===== src/rtl/ser8_tx.sv =====
// ---------------------------------------------------------------------------
// ser8_tx : parallel-in / serial-out byte transmitter
//
// A one-entry hold buffer sits in front of an 8-bit shift register, so a new
// byte can be queued while the current one is still shifting.  Back-to-back
// bytes therefore stream with no idle cycle between them.
//
// Each serial bit is held for DIV clock cycles.
//
// Ports
//   CK    in   clock, all state updates on the rising edge
//   RSTN  in   synchronous active-low reset
//   I     in   [7:0] parallel byte to transmit
//   LD    in   load request, byte taken on an edge where LD=1 and RDY=1
//   RDY   out  hold buffer empty (registered, no path from LD)
//   SO    out  serial data bit
//   SE    out  high while SO carries a valid bit
//   BS    out  one-cycle strobe in the first cycle of every bit
//   DONE  out  one-cycle pulse in the final cycle of a byte's last bit
//   BUSY  out  shifter active or hold buffer full
//
// state | meaning
// ------+-----------------------------------------------------------
// IDLE  | shifter empty, outputs quiet, waiting for hold buffer to fill
// SHIFT | shift register driving SO, div/bit counters running
// ---------------------------------------------------------------------------
module ser8_tx #(
  parameter int DIV       = 4,
  parameter bit MSB_FIRST = 1'b1
) (
  input  logic       CK,
  input  logic       RSTN,
  input  logic [7:0] I,
  input  logic       LD,
  output logic       RDY,
  output logic       SO,
  output logic       SE,
  output logic       BS,
  output logic       DONE,
  output logic       BUSY
);

  // Keep the divider counter at least one bit wide so DIV=1 still elaborates.
  localparam int            CW       = (DIV > 1) ? $clog2(DIV) : 1;
  localparam logic [CW-1:0] DIV_LAST = CW'(DIV - 1);

  typedef enum logic {
    IDLE  = 1'b0,
    SHIFT = 1'b1
  } state_t;

  state_t        r_state;
  logic [7:0]    r_hold;
  logic          r_hold_full;
  logic          r_rdy;
  logic [7:0]    r_sh;
  logic [CW-1:0] r_div_cnt;
  logic [2:0]    r_bit_cnt;

  state_t        w_state_nxt;
  logic [7:0]    w_hold_nxt;
  logic          w_hold_full_nxt;
  logic [7:0]    w_sh_nxt;
  logic [CW-1:0] w_div_cnt_nxt;
  logic [2:0]    w_bit_cnt_nxt;

  logic          w_accept;
  logic          w_div_last;
  logic          w_bit_last;
  logic [7:0]    w_sh_shifted;

  logic          w_so;
  logic          w_se;
  logic          w_bs;
  logic          w_done;

  assign w_accept   = LD & r_rdy;
  assign w_div_last = (r_div_cnt == DIV_LAST);
  assign w_bit_last = (r_bit_cnt == 3'd7);

  // Shift toward whichever end feeds SO; vacated bits fill with zero.
  assign w_sh_shifted = MSB_FIRST ? {r_sh[6:0], 1'b0} : {1'b0, r_sh[7:1]};

  // -------------------------------------------------------------------------
  // State register
  // -------------------------------------------------------------------------
  always_ff @(posedge CK) begin
    if (!RSTN) begin
      r_state     <= IDLE;
      r_hold      <= 8'h00;
      r_hold_full <= 1'b0;
      r_rdy       <= 1'b1;
      r_sh        <= 8'h00;
      r_div_cnt   <= '0;
      r_bit_cnt   <= 3'd0;
    end else begin
      r_state     <= w_state_nxt;
      r_hold      <= w_hold_nxt;
      r_hold_full <= w_hold_full_nxt;
      r_rdy       <= ~w_hold_full_nxt;
      r_sh        <= w_sh_nxt;
      r_div_cnt   <= w_div_cnt_nxt;
      r_bit_cnt   <= w_bit_cnt_nxt;
    end
  end

  // -------------------------------------------------------------------------
  // Next-state and output logic
  // -------------------------------------------------------------------------
  always_comb begin
    w_state_nxt     = r_state;
    w_hold_nxt      = r_hold;
    w_hold_full_nxt = r_hold_full;
    w_sh_nxt        = r_sh;
    w_div_cnt_nxt   = r_div_cnt;
    w_bit_cnt_nxt   = r_bit_cnt;
    w_so            = 1'b0;
    w_se            = 1'b0;
    w_bs            = 1'b0;
    w_done          = 1'b0;

    unique case (r_state)
      IDLE: begin
        if (r_hold_full) begin
          w_state_nxt     = SHIFT;
          w_sh_nxt        = r_hold;
          w_hold_full_nxt = 1'b0;
          w_div_cnt_nxt   = '0;
          w_bit_cnt_nxt   = 3'd0;
        end
      end

      SHIFT: begin
        w_so   = MSB_FIRST ? r_sh[7] : r_sh[0];
        w_se   = 1'b1;
        w_bs   = (r_div_cnt == '0);
        w_done = w_div_last & w_bit_last;

        if (w_div_last) begin
          w_div_cnt_nxt = '0;
          if (w_bit_last) begin
            w_bit_cnt_nxt = 3'd0;
            if (r_hold_full) begin
              // Reload straight from the hold buffer so SE never drops.
              w_sh_nxt        = r_hold;
              w_hold_full_nxt = 1'b0;
            end else begin
              w_state_nxt = IDLE;
              w_sh_nxt    = 8'h00;
            end
          end else begin
            w_sh_nxt      = w_sh_shifted;
            w_bit_cnt_nxt = r_bit_cnt + 3'd1;
          end
        end else begin
          w_div_cnt_nxt = r_div_cnt + 1'b1;
        end
      end

      default: begin
        w_state_nxt = IDLE;
      end
    endcase

    // An accept only happens with the buffer empty, while a load/reload only
    // happens with it full, so the two never collide on the same edge.
    if (w_accept) begin
      w_hold_nxt      = I;
      w_hold_full_nxt = 1'b1;
    end
  end

  assign RDY  = r_rdy;
  assign SO   = w_so;
  assign SE   = w_se;
  assign BS   = w_bs;
  assign DONE = w_done;
  assign BUSY = (r_state == SHIFT) | r_hold_full;

endmodule

===== config.mk =====
export PLATFORM = sky130hd
export DESIGN_NAME = ser8_tx
export DESIGN_NICKNAME = d
export VERILOG_FILES = /design/src/rtl/ser8_tx.sv
export SDC_FILE = /design/constraint.sdc
export NUM_CORES = 1
export LEC_CHECK = 0
export BUFFER_PORTS_ARGS = -buffer_cell sky130_fd_sc_hd__buf_4
export CORE_ASPECT_RATIO = 1.1
export CORE_MARGIN = 5
export CORE_UTILIZATION = 53
export CTS_CLUSTER_SIZE = 16
export DETAILED_ROUTE_END_ITERATION = 12
export HOLD_SLACK_MARGIN = 0.08
export PLACE_DENSITY = 0.76
export SYNTH_ARGS = -nofsm -noshare
export SYNTH_HDL_FRONTEND = slang
export SYNTH_SLANG_ARGS = --single-unit
export TNS_END_PERCENT = 20

===== constraint.sdc =====
create_clock -name CK -period 1.8 [get_ports CK]
set_input_delay 0.18 -clock CK [delete_from_list [all_inputs] [get_ports CK]]
set_output_delay 0.18 -clock CK [all_outputs]
set_load 0.02 [all_outputs]

Yosys cells after proc, flatten, opt, wreduce, memory -nomap -nowiden
Cells that the tools add are included.
Widths: inputs -> output; s select.
- equal/unequal tests: 4
- bitwise gates (word level): 5
- shift-type cells: 0
- div/mod/pow operators: 0
- multiplexer cells: 24
- add/subtract/negate cells: 2
- order comparisons: 0
- $mul: 0
- reductions and logical operators: 2
- operators with widths (operator ; number):
    $mux 8 ; 4
    $pmux 8 s2 ; 1
    $mux 1 ; 10
    $mux 3 ; 3
    $pmux 3 s2 ; 1
    $mux 2 ; 2
    $pmux 1 s2 ; 2
    $pmux 2 s2 ; 1
    $add 3x1->3 const B ; 1
    $eq 3x3->1 const B ; 1
    $add 2x1->2 const B ; 1
    $and 1x1->1 ; 2
    $eq 2x2->1 const B ; 1
    $logic_not 2->1 ; 1
    $ne 2x1->1 const B ; 1
    $ne 2x2->1 const B ; 1
    $not 1->1 ; 2
    $reduce_and 2->1 ; 1
    $or 1x1->1 ; 1
- memory bits (writable): 0
- logic and storage cells: 44
- memories kept: 0
- latch bits: 0
- ROM bits: 0
- output and inout bits: 6
- flip-flop bits (word level): 24
- input port bits: 11

Longest topological paths before layout
- depth in word-level cells: 6
- depth in mapped cells: 6
- depth with buffers taken out: 5

Least setup slack after synthesis
OpenSTA, ideal clock, no wires.
- kind: reg-to-reg
- start point: register r_bit_cnt[0]
- end point: register r_sh[1]
- arrival time: 1.317 ns
- path buffers: 0
- slack: 0.362 ns
- setup time: 0.122 ns
- period minus slack after synthesis: 1.438 ns
- required time: 1.678 ns
- stages on the path, launching flop included: 6
- cells stage by stage: dfxtp_1 ha_1 ha_1 a21boi_0 nor2_1 a221o_1
- word-level cells in the longest chain between the ends: 4
- RTL lines (what ; RTL line ; text):
    start: declaration ; 58 ; logic [2:0] r_bit_cnt;
    start signal: assignment ; 103 ; r_bit_cnt <= w_bit_cnt_nxt;
    $eq 3x3->1 ; 79 ; assign w_bit_last = (r_bit_cnt == 3'd7);
    $mux 8 ; 141 ; if (w_bit_last) begin
    $mux 8 ; 139 ; if (w_div_last) begin
    $pmux 8 s2 ; 122 ; unique case (r_state)
    end signal: assignment ; 101 ; r_sh <= w_sh_nxt;
    end: declaration ; 56 ; logic [7:0] r_sh;
No other way between the ends. The select of a mux whose other input is x is not followed.
A chain may end at the register's enable or synchronous reset.

Final worst setup path
- start point: register r_div_cnt[0]
- end point: output DONE
- word-level cells in the longest chain between the ends: 3
- RTL lines (what ; RTL line ; text):
    start: declaration ; 57 ; logic [CW-1:0] r_div_cnt;
    start signal: assignment ; 102 ; r_div_cnt <= w_div_cnt_nxt;
    $eq 2x2->1 ; 78 ; assign w_div_last = (r_div_cnt == DIV_LAST);
    $and 1x1->1 ; 137 ; w_done = w_div_last & w_bit_last;
    $mux 1 ; 122 ;
    end: declaration ; 39 ; output logic DONE,
No other way between the ends.

==> run summary <==
layout overhead on the synthesized area - 16.6%
worst vdd rail ir drop - 0.657 mV
distinct cell type count after synthesis - 25
cell chosen for the clock root - sky130_fd_sc_hd__clkbuf_4
highest fanout seen on the critical path - 9
static leakage power - 0.516 nW
total wirelength of the detailed-routed design - 1.92 mm
achievable clock frequency - 0.633 GHz
critical setup path kind - reg2out
DR vias - 816
Min-Delay Path Depth - 3
number of H-tree branching levels - 1
fin cells - 152
fraction of layout cells with a size suffix above 1 - 17.7%
number of storage elements in the synthesis netlist - 24
library cell occupying the most area in the post-synthesis netlist - sky130_fd_sc_hd__dfxtp_1
Routability Congestion - 0.764
Post-CTS Hold Fix Bufs - 0
height of the die - 56.8 um
number of synthesis warnings - 0
RSZ-0062 raised after global routing - no
number of antenna cells inserted - 0
TritonCTS buffer count - 3
Final min period - 1.58 ns
sequential fraction of the synthesis area - 45.6%
Horiz. Die Dim - 52.5 um
setup violation total in the final timing report - 0
drt wl/cell - 12.6 um
result of the run - completed
CP Data Arrival Time - 1.40 ns
Async SR Flop Fraction - 0%
number of rows in the core area - 17
average instance area after synthesis - 9.59 um^2
number of resized instances in the post-cts repair step - 0
endpoint kind of the worst setup timing path - output port
# IOs - 17
first-pass iteration count of the detailed router - 4
clk_skew - 0.00644 ns
pin count of the biggest net entering global routing - 21
Worst R2R Setup Slack - 0.23 ns
vias in the first global route - 763
placeable core region - 1960 um^2
drt drc - 0
final standard cell area without fillers - 1230 um^2
most frequent cell after synthesis - sky130_fd_sc_hd__dfxtp_1
Sink Count - 24
CP Data Required Time - 1.62 ns
Worst Hold Class - in2reg
Critical R2R Launch - r_bit_cnt[0]$_SDFFE_PN0P_
nature of the critical path startpoint - flop
starting density of the core - 53.9%
final hold violations - 0
number of buffers on the longest clock path - 2
Cell Pwr Density - 863 nW/um^2
iteration-0 DRC count of the detailed router - 10
Mapped Area - 1050 um^2
postcts setup bufs - 0
relative slew slack - 67.9%
final core area utilization - 62.9%
IO buf count - 16
Final Max Tran Viols - 0
predominant post-synthesis flop cell - sky130_fd_sc_hd__dfxtp_1
post-detailed-route count of antenna-violating nets - 0
number of vias per cell after detailed routing - 5.37
number of nets produced by synthesis - 126
cells taking the most area after synthesis - sky130_fd_sc_hd__dfxtp_1 (46%), sky130_fd_sc_hd__a21boi_0 (8.5%), sky130_fd_sc_hd__a221o_1 (6.6%)
cell types with the highest counts after synthesis - sky130_fd_sc_hd__dfxtp_1 (24), sky130_fd_sc_hd__a21boi_0 (12), sky130_fd_sc_hd__nand2_1 (12)
Placed Instance Area - 1180 um^2
wire length of the first global-routing pass - 3.33 mm
cell count after placement - 148
antenna violations before repair - 0
hold worst-path end - r_hold[2]$_SDFFE_PN0P_
Setup TNS Final - 0 ns
Worst Min Path Start - I[2]
register clock-pin slew on the reported worst setup and hold paths - 0.13 ns
fraction of synthesized cell area taken by the top area cell type - 45.6%
max-capacitance violation count - 0
Congestion Overflow GR - 0
net count of the finished layout - 141
r2r endpoint - r_sh[4]$_SDFFE_PN0P_
sum of net half-perimeters after detailed placement - 1.36 mm
number of flops mapped to enable cells by yosys - 0
overall fraction of global-route tracks in use - 14.4%
Die Area - 2980 um^2
count of cells along the worst register-to-register path - 5
CTS tree - yes
Final period util - 87.7%
actual transition at the worst max-transition pin - 0.481 ns
clock insertion delay at the later pin of the skew report - 0.31 ns
gate count after technology mapping - 110
## how the worst max path moves through the flow
stage / from / to / slack, ns
finish: r_div_cnt[0]$_SDFFE_PN0P_ / DONE / 0.22
global route: r_div_cnt[0]$_SDFFE_PN0P_ / r_sh[7]$_SDFFE_PN0P_ / 0.11
CTS: r_bit_cnt[0]$_SDFFE_PN0P_ / DONE / 0.21
detailed placement: r_bit_cnt[0]$_SDFFE_PN0P_ / r_sh[4]$_SDFFE_PN0P_ / 0.23
global placement: r_bit_cnt[0]$_SDFFE_PN0P_ / r_sh[4]$_SDFFE_PN0P_ / 0.30
floorplan: r_bit_cnt[0]$_SDFFE_PN0P_ / r_sh[1]$_SDFFE_PN0P_ / 0.36
## power breakdown
group / switching [W] / leakage [nW] / internal, W
clock network: 0.000158 / 0.0279 / 0.000225
registers: 0.0000201 / 0.196 / 0.000552
logic: 0.0000534 / 0.293 / 0.0000528
## cell type report
cell class | count | area, um^2
fill | 187 | 727
multi-input combinational | 76 | 523
sequential | 24 | 480
timing repair buffer | 17 | 128
tap | 28 | 35.0
clock inverter | 1 | 30.0
clock buffer | 3 | 22.5
inverter | 3 | 11.3
## per-stage QoR
stage	hold slack [ns]	setup slack (ns)	total power (W)
final	0.116	0.221	0.00106
after global routing	0.113	0.108	0.00111
after CTS	0.118	0.206	0.00107
after detailed placement	0.443	0.227	0.000691
after global placement	0.440	0.300	0.000688
after floorplan	0.336	0.362	0.000651
## placed cells by master (no fill, tap or decap)
cell / Yosys / layout
sky130_fd_sc_hd__and2_1: 9 / 9
sky130_fd_sc_hd__buf_4: 0 / 17
sky130_fd_sc_hd__nor2_1: 2 / 2
sky130_fd_sc_hd__o2bb2ai_1: 1 / 1
sky130_fd_sc_hd__nor3b_1: 2 / 2
sky130_fd_sc_hd__o21a_1: 1 / 1
sky130_fd_sc_hd__and3_1: 1 / 1
sky130_fd_sc_hd__and4b_1: 1 / 1
sky130_fd_sc_hd__inv_1: 3 / 3
sky130_fd_sc_hd__nand3_1: 9 / 9
sky130_fd_sc_hd__dfxtp_1: 24 / 24
sky130_fd_sc_hd__a21boi_0: 12 / 12
sky130_fd_sc_hd__nand2_1: 12 / 12
sky130_fd_sc_hd__a32oi_1: 2 / 2
sky130_fd_sc_hd__or3_1: 1 / 1
sky130_fd_sc_hd__ha_1: 5 / 5
sky130_fd_sc_hd__mux2i_1: 1 / 1
sky130_fd_sc_hd__bufinv_16: 0 / 1
sky130_fd_sc_hd__and3_4: 1 / 1
sky130_fd_sc_hd__a21oi_1: 2 / 2
sky130_fd_sc_hd__nand2b_1: 2 / 2
sky130_fd_sc_hd__clkbuf_4: 0 / 3
sky130_fd_sc_hd__a221o_1: 7 / 7
sky130_fd_sc_hd__nor2b_1: 5 / 5
## worst max-delay path, stage by stage, from the launching register on
cell and delay (ns):
sky130_fd_sc_hd__dfxtp_1 0.40, sky130_fd_sc_hd__ha_1 0.34, sky130_fd_sc_hd__and3_1 0.21, sky130_fd_sc_hd__buf_4 0.14
## kinds of logic after synthesis
kind of cell	after synthesis	share of synthesized area, %
buffers and inverters	10	4.86
AND/OR/NAND/NOR	45	23.4
flip-flops	24	45.6
adder cells (fa/ha/maj)	5	5.93
AO/OA/AOI/OAI	25	19.3
multiplexers	1	0.949
## sequential cells by signal (all words and copies together), names as in the netlist
signal / cells
r_hold_full: 1
r_bit_cnt: 3
r_sh: 8
RDY: 1
r_hold: 8
r_div_cnt: 2
r_state: 1
## layer usage
metal | track usage (%) | part of all wire [%] | vias up
met5 | 0 | 0 | -
met4 | 4.74 | 0.89 | 0
met3 | 4.77 | 3.4 | 2
met2 | 22.7 | 48 | 12
met1 | 18.1 | 47 | 389
li1 | - | - | 413
Note: power is estimated with default switching activity, not from simulation.
